File: src/rtl/fp_addsub_unit.sv
// fp_addsub_unit: multi-cycle floating-point add/subtract, generic in
// exponent (EXP_W) and stored fraction (MAN_W) width.
//
// Ports:
//   clk, rst      - clock; synchronous active-high reset
//   start         - request, sampled only while idle
//   op            - 00 add (A+B), 01 subtract (A-B), 1x reserved (-> NaN)
//   A, B          - operands, captured when start is accepted
//   R             - registered result, held between done pulses
//   done          - one-cycle pulse, R valid in that cycle
//   busy          - high from ALIGN through DONE
//
// Pipeline: IDLE -> ALIGN -> ADD -> NORM -> ROUND -> DONE, one cycle each.
// Denormal inputs are flushed to zero; tiny results are flushed to zero.
//
// Build option: define FP_ADDSUB_RNE_EN for round-to-nearest-even. Without
// it the unit truncates and overflow saturates to the largest finite value.
module fp_addsub_unit #(
  parameter int EXP_W = 8,
  parameter int MAN_W = 23
) (
  input  logic                 clk,
  input  logic                 rst,
  input  logic                 start,
  input  logic [1:0]           op,
  input  logic [EXP_W+MAN_W:0] A,
  input  logic [EXP_W+MAN_W:0] B,
  output logic [EXP_W+MAN_W:0] R,
  output logic                 done,
  output logic                 busy
);
  localparam int W   = 1 + EXP_W + MAN_W;
  localparam int FW  = MAN_W + 4;        // hidden, fraction, G, R, S
  localparam int XW  = EXP_W + 2;        // internal exponent, MSB = sign
  localparam int LZW = $clog2(FW + 1);
  localparam int RW  = MAN_W + 2;        // rounding carry, hidden, fraction

  localparam logic [W-1:0] QNAN = {1'b0, {EXP_W{1'b1}}, 1'b1, {(MAN_W-1){1'b0}}};

  typedef enum logic [2:0] {S_IDLE, S_ALIGN, S_ADD, S_NORM, S_ROUND, S_DONE} state_t;
  state_t state_q, state_d;

  // captured operands (B already sign-flipped for subtract)
  logic [W-1:0]     a_q, b_q;
  logic             bad_op_q;

  // ALIGN
  logic             sa, sb, swap, a_nan, b_nan, a_inf, b_inf;
  logic [EXP_W-1:0] ea, eb, e_big, e_sml, diff;
  logic [MAN_W-1:0] fa, fb;
  logic [W-2:0]     mag_a, mag_b, mag_big, mag_sml;
  logic [FW-1:0]    m_big, m_sml, m_shr, shr_mask, m_aln;
  logic             spec_d;
  logic [W-1:0]     spec_val_d;
  logic             s_q, eff_sub_q, spec_q;
  logic [W-1:0]     spec_val_q;
  logic [XW-1:0]    e_q;
  logic [FW-1:0]    m1_q, m2_q;

  // ADD
  logic [FW:0]      sum_d, sum_q;

  // NORM
  logic [LZW-1:0]   lz;
  logic [FW-1:0]    mn_d, mn_q;
  logic [XW-1:0]    en_d, en_q;
  logic             zero_q;

  // ROUND
  logic             inc;
  logic [RW-1:0]    rm;
  logic [XW-1:0]    er;
  logic [MAN_W-1:0] fr;
  logic [W-1:0]     r_d, r_q;

  // ---------------- FSM ----------------
  always_ff @(posedge clk) begin
    if (rst) state_q <= S_IDLE;
    else     state_q <= state_d;
  end

  always_comb begin
    state_d = state_q;
    case (state_q)
      S_IDLE:  if (start) state_d = S_ALIGN;
      S_ALIGN: state_d = S_ADD;
      S_ADD:   state_d = S_NORM;
      S_NORM:  state_d = S_ROUND;
      S_ROUND: state_d = S_DONE;
      S_DONE:  state_d = S_IDLE;
      default: state_d = S_IDLE;
    endcase
  end

  assign busy = (state_q != S_IDLE);
  assign done = (state_q == S_DONE);
  assign R    = r_q;

  // ---------------- ALIGN ----------------
  assign {sa, ea, fa} = a_q;
  assign {sb, eb, fb} = b_q;
  assign a_nan = (ea == '1) && (fa != '0);
  assign b_nan = (eb == '1) && (fb != '0);
  assign a_inf = (ea == '1) && (fa == '0);
  assign b_inf = (eb == '1) && (fb == '0);

  // exp==0 means zero (denormals flushed), so the fraction is dropped too
  assign mag_a   = (ea == '0) ? '0 : a_q[W-2:0];
  assign mag_b   = (eb == '0) ? '0 : b_q[W-2:0];
  assign swap    = (mag_b > mag_a);
  assign mag_big = swap ? mag_b : mag_a;
  assign mag_sml = swap ? mag_a : mag_b;
  assign e_big   = mag_big[W-2:MAN_W];
  assign e_sml   = mag_sml[W-2:MAN_W];
  assign diff    = e_big - e_sml;
  assign m_big   = {|e_big, mag_big[MAN_W-1:0], 3'b000};
  assign m_sml   = {|e_sml, mag_sml[MAN_W-1:0], 3'b000};

  // everything shifted past the sticky position is OR-ed into it; huge
  // shifts leave only that sticky bit
  assign shr_mask = ~({FW{1'b1}} << diff);
  assign m_shr    = m_sml >> diff;
  assign m_aln    = {m_shr[FW-1:1], m_shr[0] | (|(m_sml & shr_mask))};

  always_comb begin
    spec_d     = 1'b1;
    spec_val_d = QNAN;
    if (bad_op_q || a_nan || b_nan || (a_inf && b_inf && (sa != sb))) spec_val_d = QNAN;
    else if (a_inf)                                                   spec_val_d = a_q;
    else if (b_inf)                                                   spec_val_d = b_q;
    else                                                              spec_d     = 1'b0;
  end

  // ---------------- ADD ----------------
  assign sum_d = eff_sub_q ? ({1'b0, m1_q} - {1'b0, m2_q})
                           : ({1'b0, m1_q} + {1'b0, m2_q});

  // ---------------- NORM ----------------
  always_comb begin
    lz = '0;
    for (int i = 0; i < FW; i++)
      if (sum_q[i]) lz = LZW'(FW - 1 - i);
    if (sum_q[FW]) begin
      mn_d = {sum_q[FW:2], sum_q[1] | sum_q[0]};
      en_d = e_q + XW'(1);
    end else begin
      mn_d = sum_q[FW-1:0] << lz;
      en_d = e_q - XW'(lz);
    end
  end

  // ---------------- ROUND ----------------
`ifdef FP_ADDSUB_RNE_EN
  assign inc = mn_q[2] & (mn_q[1] | mn_q[0] | mn_q[3]);
`else
  logic grs_unused;
  assign grs_unused = ^mn_q[2:0];  // guard bits only matter when rounding to nearest
  assign inc = 1'b0;
`endif

  assign rm = {1'b0, mn_q[FW-1:3]} + RW'(inc);
  assign er = en_q + XW'(rm[RW-1]);
  assign fr = rm[RW-1] ? rm[MAN_W:1] : rm[MAN_W-1:0];

  always_comb begin
    r_d = {s_q, er[EXP_W-1:0], fr};
    if (spec_q)
      r_d = spec_val_q;
    else if (zero_q)
      r_d = {s_q & ~eff_sub_q, {(W-1){1'b0}}};  // x-x gives +0, -0 + -0 keeps -0
    else if (!er[XW-1] && (er[XW-2:0] >= {1'b0, {EXP_W{1'b1}}}))
`ifdef FP_ADDSUB_RNE_EN
      r_d = {s_q, {EXP_W{1'b1}}, {MAN_W{1'b0}}};
`else
      r_d = {s_q, {(EXP_W-1){1'b1}}, 1'b0, {MAN_W{1'b1}}};
`endif
    else if (er[XW-1] || (er == '0))
      r_d = {s_q, {(W-1){1'b0}}};
  end

  // ---------------- registers ----------------
  always_ff @(posedge clk) begin
    if (rst)                       r_q <= '0;
    else if (state_q == S_ROUND)   r_q <= r_d;
  end

  always_ff @(posedge clk) begin
    case (state_q)
      S_IDLE: if (start) begin
        a_q      <= A;
        b_q      <= {B[W-1] ^ (op == 2'b01), B[W-2:0]};
        bad_op_q <= op[1];
      end
      S_ALIGN: begin
        s_q        <= swap ? sb : sa;
        eff_sub_q  <= sa ^ sb;
        e_q        <= {2'b00, e_big};
        m1_q       <= m_big;
        m2_q       <= m_aln;
        spec_q     <= spec_d;
        spec_val_q <= spec_val_d;
      end
      S_ADD:  sum_q <= sum_d;
      S_NORM: begin
        mn_q   <= mn_d;
        en_q   <= en_d;
        zero_q <= (sum_q == '0);
      end
      default: ;
    endcase
  end

endmodule

File: config.mk
export PLATFORM = sky130hd
export DESIGN_NAME = fp_addsub_unit
export DESIGN_NICKNAME = d
export VERILOG_FILES = /design/src/rtl/fp_addsub_unit.sv
export SDC_FILE = /design/constraint.sdc
export NUM_CORES = 1
export LEC_CHECK = 0
export ABC_AREA = 1
export CAP_MARGIN = 15
export CORE_MARGIN = 4
export CORE_UTILIZATION = 45
export DETAILED_ROUTE_END_ITERATION = 8
export DONT_BUFFER_PORTS = 1
export GPL_TIMING_DRIVEN = 0
export HOLD_SLACK_MARGIN = 0.06
export PLACE_DENSITY = 0.68
export SLEW_MARGIN = 20
export SYNTH_ARGS = -nofsm -noshare
export SYNTH_HDL_FRONTEND = slang
export SYNTH_SLANG_ARGS = --single-unit
File: constraint.sdc
create_clock -name clk -period 4.9 [get_ports clk]
set_input_delay 0.49 -clock clk [delete_from_list [all_inputs] [get_ports clk]]
set_output_delay 0.49 -clock clk [all_outputs]
set_load 0.05 [all_outputs]
# Word level (Yosys, flattened, before mapping)

Index checks and enable logic that the tools add are counted.
Widths: inputs -> output; s select.

Memory bits (writable): 0
Logic and storage cells: 115
Output and inout port bits: 34
Latch bits: 0
Flip-flop bits (word level): 259
Bits of input ports: 69
ROM bits: 0
Memories kept: 0

Shift-type cells: 3
Mux-type cells: 44
Order comparisons: 2
Equal/unequal tests: 10
$add $sub $neg: 5
Reduce and logical (&&, ||, !) cells: 27
Multipliers: 0
Divide/modulo/power cells: 0
Bitwise gates (word level): 8

Operator list:

| operator              | number |
|---|---|
| $mux 31               | 6 |
| $mux 5                | 27 |
| $mux 32               | 4 |
| $logic_not 23->1      | 2 |
| $reduce_bool 23->1    | 2 |
| $gt 31x31->1          | 1 |
| $add 27x27->28        | 1 |
| $logic_not 28->1      | 1 |
| $mux 28               | 1 |
| $sub 27x27->28        | 1 |
| $and 27x27->27        | 1 |
| $not 27->27           | 1 |
| $reduce_or 27->1      | 1 |
| $shl 27x5->26         | 1 |
| $shl 27x8->27 const A | 1 |
| $shr 27x8->27         | 1 |
| $mux 26               | 1 |
| $eq 8x8->1 const B    | 2 |
| $logic_not 8->1       | 2 |
| $reduce_or 8->1       | 2 |
| $pmux 3 s5            | 1 |
| $logic_not 10->1      | 1 |
| $mux 10               | 1 |
| $add 8x1->9 const B   | 1 |
| 22 further kinds      | 36 |

# Depth between registers and ports, before layout

Gate-level depths: netlist of run 1.

Depth after elaboration: 29
Depth in mapped cells: 39
Mapped depth without buffers: 38

# Least setup slack after synthesis of run 1

Ideal clock, no wire load.

Kind: reg-to-reg
Start point: register state_q[0]
End point: register e_q[0] (enable)
Cell stages (with the launch flop): 3
Library setup time: 0.549 ns
Required time: 4.351 ns
Path buffers: 0
Data arrival time: 4.395 ns
Slack: -0.044 ns
Clock period less this slack: 4.944 ns
Cell sequence: dfxtp_1 > nand2_1 > nor2_1

Word-level cells in the longest chain between the ends: 1

RTL lines:

| what                     | line | text |
|---|---|---|
| start: declaration       | 41   | `state_t state_q, state_d;` |
| start signal: assignment | 79   | `else state_q <= state_d;` |
| $eq 3x1->1               | 188  | `case (state_q)` |
| end signal: assignment   | 197  | `e_q <= {2'b00, e_big};` |
| end: declaration         | 57   | `logic [XW-1:0] e_q;` |

No other way between the ends.
A chain may end at the register's enable or synchronous reset.

# Final worst setup path of run 1

Start point: register b_q[29]
End point: register m2_q[0], data pin

Word-level cells in the longest chain between the ends: 10
Elaborated cells on any way between the ends: 13
Those cells by class: add/sub (1); order compare (1); shift (2); mux (3); bitwise (3); reduce/logical (3)

RTL lines:

| what                       | line     | text |
|---|---|---|
| start: declaration         | 44       | `logic [W-1:0] a_q, b_q;` |
| start signal: assignment   | 191      | `b_q <= {B[W-1] ^ (op == 2'b01), B[W-2:0]};` |
| $logic_not 8->1            | 109      | `assign mag_b = (eb == '0) ? '0 : b_q[W-2:0];` |
| $mux 31 *                  | 109      |  |
| $gt 31x31->1               | 110      | `assign swap = (mag_b > mag_a);` |
| $mux 31 (on tied branches) | 111, 112 |  |
| $sub 8x8->8                | 115      | `assign diff = e_big - e_sml;` |
| $shl 27x8->27              | 121      | `assign shr_mask = ~({FW{1'b1}} << diff);` |
| $not 27->27                | 121      |  |
| $and 27x27->27             | 123      | `assign m_aln = {m_shr[FW-1:1], m_shr[0] \| (\|(m_sml & shr_mask))};` |
| $reduce_or 27->1           | 123      |  |
| $or 1x1->1 *               | 123      |  |
| net m_aln[0]               | 52       | `logic [FW-1:0] m_big, m_sml, m_shr, shr_mask, m_aln;` |
| end signal: assignment     | 199      | `m2_q <= m_aln;` |
| end: declaration           | 58       | `logic [FW-1:0] m1_q, m2_q;` |

The timed path passes the listed nets; every way through them passes the cells marked *.

==> results of run 1 <==
## layout make-up
class,count,area [sq um],share of cell area [%]
Buffer,102,534,2.60
Tap cell,468,586,2.85
Multi-Input combinational cell,1566,9010,43.8
Timing Repair Buffer,136,1310,6.35
Clock buffer,34,723,3.52
Inverter,242,916,4.46
Sequential cell,256,7340,35.7
Clock inverter,17,136,0.664
## final timing paths
check | start | end | slack [ns]
max | b_q[29] | m2_q[0] | -0.07
min | B[31] | b_q[31] | 0.13
max reg2reg | b_q[29] | m2_q[0] | -0.07
min reg2reg | m2_q[0] | sum_q[0] | 0.45
## kinds of logic (layout without fill, tap and decap cells)
family | Yosys count | count (layout) | share of synthesized area [%]
adders and majority gates | 82 | 82 | 6.19
buffers and inverters | 345 | 531 | 8.09
and+or+nand+nor | 973 | 973 | 25.5
xor gates and xnor gates | 32 | 32 | 1.67
AOI/OAI and AO/OA | 442 | 442 | 14.4
other | 2 | 30 | 0.0447
muxes | 7 | 7 | 0.417
DFF | 256 | 256 | 43.6
## stage by stage
step / TNS (ns) / cells / setup WS, ns / hold WS [ns]
6_report: -0.0724 / 2821 / -0.0651 / 0.132
5_1_grt: -4.98 / 2821 / -0.351 / 0.106
4_1_cts: 0 / 2798 / 0.00106 / 0.112
3_5_place_dp: -25.49 / 2642 / -1.07 / 0.442
3_3_place_gp: -29.68 / 2635 / -1.11 / 0.441
2_1_floorplan: 0 / 2167 / 0.485 / 0.426
## state kept, by name (all words and copies together) (netlist names)
| signal | flops |
|---|---|
| zero_q | 1 |
| e_q | 8 |
| spec_val_q | 32 |
| en_q | 10 |
| state_q | 3 |
| bad_op_q | 1 |
| s_q | 1 |
| m2_q | 27 |
| eff_sub_q | 1 |
| mn_q | 23 |
| b_q | 32 |
| a_q | 32 |
| R | 32 |
| m1_q | 24 |
| sum_q | 28 |
| spec_q | 1 |
## power groups by stage
stage          Clock (mW)  Sequential (mW)  Combinational (mW)
2_1_floorplan           0             2.85                2.05
5_1_grt              2.11             2.86                3.83
3_5_place_dp            0             2.88                2.86
6_report             1.97             2.84                3.50
3_3_place_gp            0             2.90                2.81
4_1_cts              2.01             2.83                3.10
## synth_stat cells, types with 5 or more instances
cell type / number
nor3_1: 23
edfxtp_1: 221
ha_1: 80
a31oi_1: 35
o21ai_1: 19
nor2_2: 9
nand2_2: 21
inv_2: 7
o22ai_1: 11
nor2_1: 126
dfxtp_1: 35
inv_1: 228
nor4_1: 19
buf_2: 14
mux2i_1: 7
o21ai_0: 205
a21oi_1: 118
nand4_1: 34
clkbuf_1: 78
nand2_1: 508
o211ai_1: 20
nand3_1: 207
o21ai_2: 5
clkinv_1: 6
xor2_1: 30
o31ai_1: 5
## metal layers
| layer | vias to the layer above | wire (um) | global-route usage, % |
|---|---|---|---|
| li1 | 7682 | - | - |
| met1 | 7271 | 20300 | 29.1 |
| met2 | 604 | 26700 | 45.3 |
| met3 | 167 | 2780 | 2.74 |
| met4 | 0 | 2990 | 11.6 |
| met5 | - | 0 | 0 |
## repair_timing
item	CTS	global route
resized for setup	91	151
pin swaps	45	82
setup buffers	37	24
hold endpoints to repair	66	0
hold buffers	66	0
gates cloned	2	0
endpoints found under the setup margin	38	30
==> impl_metrics.csv, run 1 <==
group,metric,value,unit
run_status,status,"complete, but fails checks",
run_status,violations,"setup timing",
sta,finalCriticalPeriod,4.97,ns
route,drc,0,
sta,max_slew_margin,37.4,%
finish,area_growth,22.2,%
placement,hpwl,40.0,mm
sta,fin_worst_skew,0.0177,ns
placement,place_congestion,1.03,
synthesis,yosysTopAreaCell,"edfxtp_1",
setup_path,startpoint_type,"flip-flop",
synthesis,synth_warnings,0,
pwr,ir_worst_vdd,322,uV
clock_network,cts.path.max_buffers,3,
finish,stdcell_area,0.0205,sq mm
global_routing,antenna_found_initial,0,
setup_path,cp_slowest_cell,"nor2_1",
placement,port_buffers,0,
setup_path,endpoint_kind,"flip-flop",
pwr,switching_share,40.5,%
sta,slew_violations,0,
worst_hold_path,hp-class,"in2reg",
setup_path,required,5.19,ns
die,dieArea,0.0405,sq mm
route,via_count,15700,
finish,final_cell_mix,"nand2_1, inv_1, edfxtp_1",
route,postRouteAntennaNets,0,
clock_network,cts-root-buf,"clkbuf_16",
finish,fin_util,56.0,%
synthesis,syn-instance-count,2139,
synthesis,synth_seq_area_share,43.6,%
synthesis,ys.flop_type,"edfxtp_1",
sta,finalCritPeriodShare,101,%
die,num_io_pins,103,
synthesis,synth_top_area_share,39.5,%
die,initial_core_util,45.8,%
synthesis,synthesis.area,0.0168,sq mm
finish,final_common_cell,"nand2_1",
finish,n_fill_cell,3345,
synthesis,synth_area_leaders,"edfxtp_1, nand2_1, nand3_1",
clock_network,cts_max_level,1,
setup_path,max_stage_delay,0.42,ns
pwr,intPower,4.94,mW
synthesis,async_flop_share,0,%
worst_hold_path,holdPathStages,1,
finish,layout-drive-gt1-share,15.3,%
setup_path,critical_path_class,"reg2reg",
synthesis,ys_seq_elements,256,
route,drtIter0Drc,1209,
setup_path,path_depth,38,
route,first_pass_iters,6,
global_routing,grt_pass1_vias,15000,
clock_network,clock_sinks,256,
run,maxCapViolations,0,
setup_path,worstRegToRegCells,38,
die,die_height,201,um
setup_path,worstPathMaxFanout,8,
die,core-area,0.0367,sq mm
setup_path,worst-path-buf-inv,7,
setup_path,crit_family,"simple AND/OR/NAND/NOR gates",
die,fp-row-count,70,
pwr,p_leak,8.73,nW
clock_network,clock_latency,0.58,ns
sta,tightest_slew,0.929,ns
sta,rsz0062_at_grt,"yes",
finish,final_nets,2483,
global_routing,grt_first_pass_wirelength,81.0,mm
finish,diodes,0,
placement,placed_area,0.0176,sq mm
sta,setup_slack,-0.0651,ns
synthesis,synth_edf_count,221,
synthesis,synth_cell_type_count,54,
global_routing,gr-total-overflow,0,
clock_network,clkTransAtPathRegs,0.06,ns
pwr,power_frac_clock,23.7,%
clock_network,cts_made_buffers,28,
pwr,combinationalPowerShare,42.1,%
setup_path,arrival,5.26,ns
synthesis,avgSynthCellArea,7.86,sq um
sta,setup_viol,2,
pwr,power,8.31,mW
route,routed_wl,52.8,mm
route,wl_per_cell,18.7,um
clock_network,cts_tree,"built",
sta,max_freq,201,MHz
sta,hold_viol,0,
die,die_w,201,um
pwr,seq_power_share,34.1,%
setup_path,cpMostUsedCell,"nand2_1",
global_routing,grtUsageTotal,24.8,%
pwr,power_per_cell_area,405,mW/mm^2
pwr,p_sw,3.37,mW
global_routing,grt_max_degree,35,
route,via_per_inst,5.57,
(Power assumes the default switching activity.)
==> inputs of run 2 (changes only) <==
Settings changed: CTS_BUF_LIST from default to sky130_fd_sc_hd__clkbuf_4.
==> impl_metrics.csv, run 2 (synthesis results as in run 1) <==
group,metric,value,unit
setup_path,startpoint_type,"flip-flop",
route,wl_per_cell,18.4,um
finish,final_cell_mix,"nand2_1, inv_1, edfxtp_1",
finish,stdcell_area,0.0207,sq mm
die,die_height,201,um
route,drtIter0Drc,1208,
finish,layout-drive-gt1-share,17.8,%
route,drc,0,
die,initial_core_util,45.8,%
global_routing,grt_first_pass_wirelength,81.3,mm
clock_network,cts-root-buf,"clkbuf_4",
route,postRouteAntennaNets,0,
die,dieArea,0.0405,sq mm
route,routed_wl,53.3,mm
setup_path,worstPathMaxFanout,10,
global_routing,grt_pass1_vias,15400,
die,fp-row-count,70,
clock_network,cts_max_level,3,
clock_network,clkTransAtPathRegs,0.08,ns
pwr,p_leak,8.86,nW
setup_path,max_stage_delay,0.41,ns
placement,hpwl,40.0,mm
clock_network,cts.path.max_buffers,3,
finish,final_nets,2528,
sta,setup_viol,0,
placement,place_congestion,1.03,
global_routing,grt_max_degree,35,
clock_network,clock_sinks,256,
sta,tightest_slew,0.960,ns
die,num_io_pins,103,
run,maxCapViolations,0,
sta,hold_viol,0,
setup_path,critical_path_class,"reg2reg",
sta,finalCritPeriodShare,99.1,%
route,via_per_inst,5.51,
route,via_count,16000,
die,die_w,201,um
sta,holdWs,0.356,ns
finish,final_common_cell,"nand2_1",
pwr,power_per_cell_area,399,mW/mm^2
pwr,ir_worst_vdd,253,uV
die,core-area,0.0367,sq mm
sta,rsz0062_at_grt,"yes",
global_routing,antenna_found_initial,1,
worst_hold_path,holdPathStages,1,
route,first_pass_iters,8,
clock_network,cts_tree,"built",
sta,finalCriticalPeriod,4.86,ns
worst_hold_path,hp-class,"in2reg",
placement,port_buffers,0,
setup_path,worstRegToRegCells,35,
global_routing,grtUsageTotal,25.1,%
clock_network,clock_latency,0.76,ns
setup_path,arrival,5.32,ns
placement,placed_area,0.0176,sq mm
sta,setup-tns-final,0,ns
sta,max_slew_margin,35.3,%
finish,area_growth,22.9,%
sta,max_freq,206,MHz
run_status,status,"complete, no violations",
setup_path,endpoint_kind,"flip-flop",
sta,fin_worst_skew,0.0491,ns
sta,slew_violations,0,
clock_network,cts_made_buffers,69,
setup_path,required,5.37,ns
global_routing,gr-total-overflow,0,
setup_path,cp_slowest_cell,"edfxtp_1",
run 2: cell count changes in the layout (fill, tap and decap cells not counted), sizes merged:
cell / before / now
clkbuf: 113 / 173
buf: 93 / 99
clkinv: 20 / 26
dlygate4sd3: 66 / 68
clkinvlp: 1 / 2
diode: 0 / 1
inv: 237 / 238
run 2: per-layer routing:
| metal | vias to the layer above | GRT usage, % | routed length [um] |
|---|---|---|---|
| li1 | 7828 | - | - |
| met1 | 7359 | 28.9 | 20800 |
| met2 | 612 | 44.7 | 26800 |
| met3 | 183 | 3.55 | 2630 |
| met4 | 0 | 14.3 | 3080 |
| met5 | - | 0 | 0 |
run 2: where the power goes:
group / internal, mW / switching, mW / leakage [nW] / total, mW
sequential: 2.68 / 0.156 / 2.34 / 2.83
clock: 0.985 / 0.938 / 0.515 / 1.92
combinational: 1.16 / 2.33 / 6.00 / 3.49
total: 4.82 / 3.43 / 8.86 / 8.25
run 2: through the flow:
| stage | std cells | utilization, % | setup WS [ns] | total power, mW |
|---|---|---|---|---|
| final | 2898 | 56.3 | 0.0419 | 8.25 |
| after global routing | 2898 | 56.3 | -0.269 | 8.76 |
| after CTS | 2867 | 53.7 | -0.00640 | 7.88 |
| after detailed placement | 2642 | 48.1 | -1.07 | 5.74 |
| after global placement | 2635 | 47.7 | -1.11 | 5.70 |
| after floorplan | 2167 | - | 0.485 | 4.89 |
run 2: cell type report:
type,instances,area [sq um]
Buffer,101,513
Clock buffer,98,736
Tap cell,468,586
Fill cell,3320,16000
Clock inverter,25,146
Inverter,242,925
Timing Repair Buffer,141,1360
Antenna cell,1,2.50
Sequential cell,256,7340
Multi-Input combinational cell,1566,9060
run 2: final timing paths:
check / slack [ns] / start / endpoint
setup reg to reg: 0.04 / b_q[28] / m2_q[0]
setup / recovery: 0.04 / b_q[28] / m2_q[0]
hold reg to reg: 0.43 / m2_q[0] / sum_q[0]
hold / removal: 0.36 / A[7] / a_q[7]
run 2: repair_timing:
action | in CTS | in global routing
endpoints found under the hold margin | 76 | 0
gates cloned | 0 | 1
setup endpoints to repair | 38 | 28
pin swaps | 25 | 84
setup buffers | 34 | 31
hold buffers | 68 | 0
resized for setup | 67 | 181
run 2: critical path: cells and delay by family, from the launching register on:
family                     cells  cell delay, ns
adders and majority gates      2            0.45
and+or+nand+nor               24            2.63
DFF                            1            0.41
AOI/OAI and AO/OA              1            0.14
buffers and inverters          8            0.93
==> inputs of run 3 (changes only) <==
Settings changed: RECOVER_POWER from default to 100.
==> impl_metrics.csv, run 3 (synthesis results as in run 1) <==
group,metric,value,unit
run_status,status,"complete, but fails checks",
run_status,violations,"capacitance limit, slew limit",
die,num_io_pins,103,
setup_path,startpoint_type,"flip-flop",
pwr,ir_worst_vdd,252,uV
placement,hpwl,40.0,mm
clock_network,cts-root-buf,"clkbuf_4",
global_routing,grt_pass1_vias,15400,
placement,placed_area,0.0176,sq mm
route,drc,0,
clock_network,cts_made_buffers,69,
global_routing,antenna_found_initial,1,
sta,setup_slack,0.0471,ns
pwr,p_leak,8.81,nW
setup_path,cpMostUsedCell,"nand2_2",
die,fp-row-count,70,
setup_path,arrival,5.32,ns
sta,fin_worst_skew,0.0452,ns
die,die_w,201,um
sta,slew_violations,63,
setup_path,crit_family,"simple AND/OR/NAND/NOR gates",
finish,final_common_cell,"nand2_1",
sta,hold_viol,0,
finish,n_fill_cell,3339,
finish,layout-drive-gt1-share,17.3,%
finish,final_nets,2528,
sta,max_freq,206,MHz
finish,area_growth,22.2,%
clock_network,cts_tree,"built",
route,postRouteAntennaNets,0,
sta,rsz0062_at_grt,"yes",
sta,holdWs,0.359,ns
route,wl_per_cell,18.4,um
global_routing,grt_max_degree,35,
run,maxCapViolations,2,
route,drtIter0Drc,1189,
setup_path,max_stage_delay,0.41,ns
sta,finalCritPeriodShare,99.0,%
placement,place_congestion,1.03,
sta,setup-tns-final,0,ns
sta,finalCriticalPeriod,4.85,ns
die,die_height,201,um
clock_network,cts_max_level,3,
setup_path,worst-path-buf-inv,7,
sta,tightest_slew,1.62,ns
setup_path,cp_slowest_cell,"edfxtp_1",
global_routing,grt_first_pass_wirelength,81.3,mm
setup_path,required,5.37,ns
setup_path,endpoint_kind,"flip-flop",
route,via_per_inst,5.50,
finish,final_cell_mix,"nand2_1, inv_1, edfxtp_1",
worst_hold_path,hp-class,"in2reg",
clock_network,clock_latency,0.76,ns
placement,post-place-ws,-1.07,ns
clock_network,clock_sinks,256,
die,dieArea,0.0405,sq mm
route,via_count,15900,
placement,port_buffers,0,
finish,multi_input_area,0.00904,sq mm
sta,max_slew_margin,-7.90,%
setup_path,critical_path_class,"reg2reg",
global_routing,grtUsageTotal,25.1,%
die,core-area,0.0367,sq mm
sta,setup_viol,0,
setup_path,worstPathMaxFanout,8,
pwr,power_per_cell_area,400,mW/mm^2
clock_network,clkTransAtPathRegs,0.08,ns
global_routing,gr-total-overflow,0,
die,initial_core_util,45.8,%
finish,stdcell_area,0.0206,sq mm
clock_network,cts.path.max_buffers,3,
finish,regArea,0.00734,sq mm
route,routed_wl,53.3,mm
route,first_pass_iters,6,
==> run 3: cell count changes in the layout (fill, tap and decap cells not counted), moves of 2 or more <==
| cell | delta |
|---|---|
| clkbuf_1 | +7 |
| nor2_4 | -2 |
| nor2_1 | +2 |
| buf_12 | -4 |
| buf_4 | -2 |
==> run 3: per-layer routing <==
layer | GRT usage [%] | vias to the layer above | share of wire, %
li1 | - | 7825 | -
met1 | 28.9 | 7350 | 39
met2 | 44.7 | 577 | 50
met3 | 3.55 | 181 | 5.0
met4 | 14.3 | 0 | 5.8
met5 | 0 | - | 0
==> run 3: report_power, final <==
group / leakage [nW] / internal (mW) / switching [mW]
registers: 2.34 / 2.68 / 0.155
logic: 5.95 / 1.14 / 2.33
clock network: 0.515 / 0.985 / 0.936
total: 8.81 / 4.81 / 3.42
==> run 3: through the flow <==
step,std cells,power [mW],utilization (%)
final,2898,8.23,56.0
after global routing,2898,8.74,56.0
after CTS,2867,7.88,53.7
after detailed placement,2642,5.74,48.1
after global placement,2635,5.70,47.7
after floorplan,2167,4.89,-
==> run 3: repair_timing <==
action	in CTS	in global routing
hold buffers	68	0
setup buffers	34	31
pin swaps	25	84
hold endpoints to repair	76	0
gates resized for setup	67	181
cloned	0	1
endpoints found under the setup margin	38	28
==> run 3: area by class of cell <==
type / instances / share of cell area [%]
buffer: 101 / 2.50
clock buffer: 98 / 3.58
multi-input combinational: 1566 / 44.0
sequential: 256 / 35.7
antenna: 1 / 0.0122
timing repair buffer: 141 / 6.14
tap: 468 / 2.85
clock inverter: 25 / 0.712
inverter: 242 / 4.50
==> run 3: final timing paths <==
path	cells past startpoint	startpoint	to	slack, ns
setup reg to reg	36	b_q[28]	m2_q[0]	0.05
setup / recovery	36	b_q[28]	m2_q[0]	0.05
hold reg to reg	0	m2_q[0]	sum_q[0]	0.44
hold / removal	1	A[7]	a_q[7]	0.36
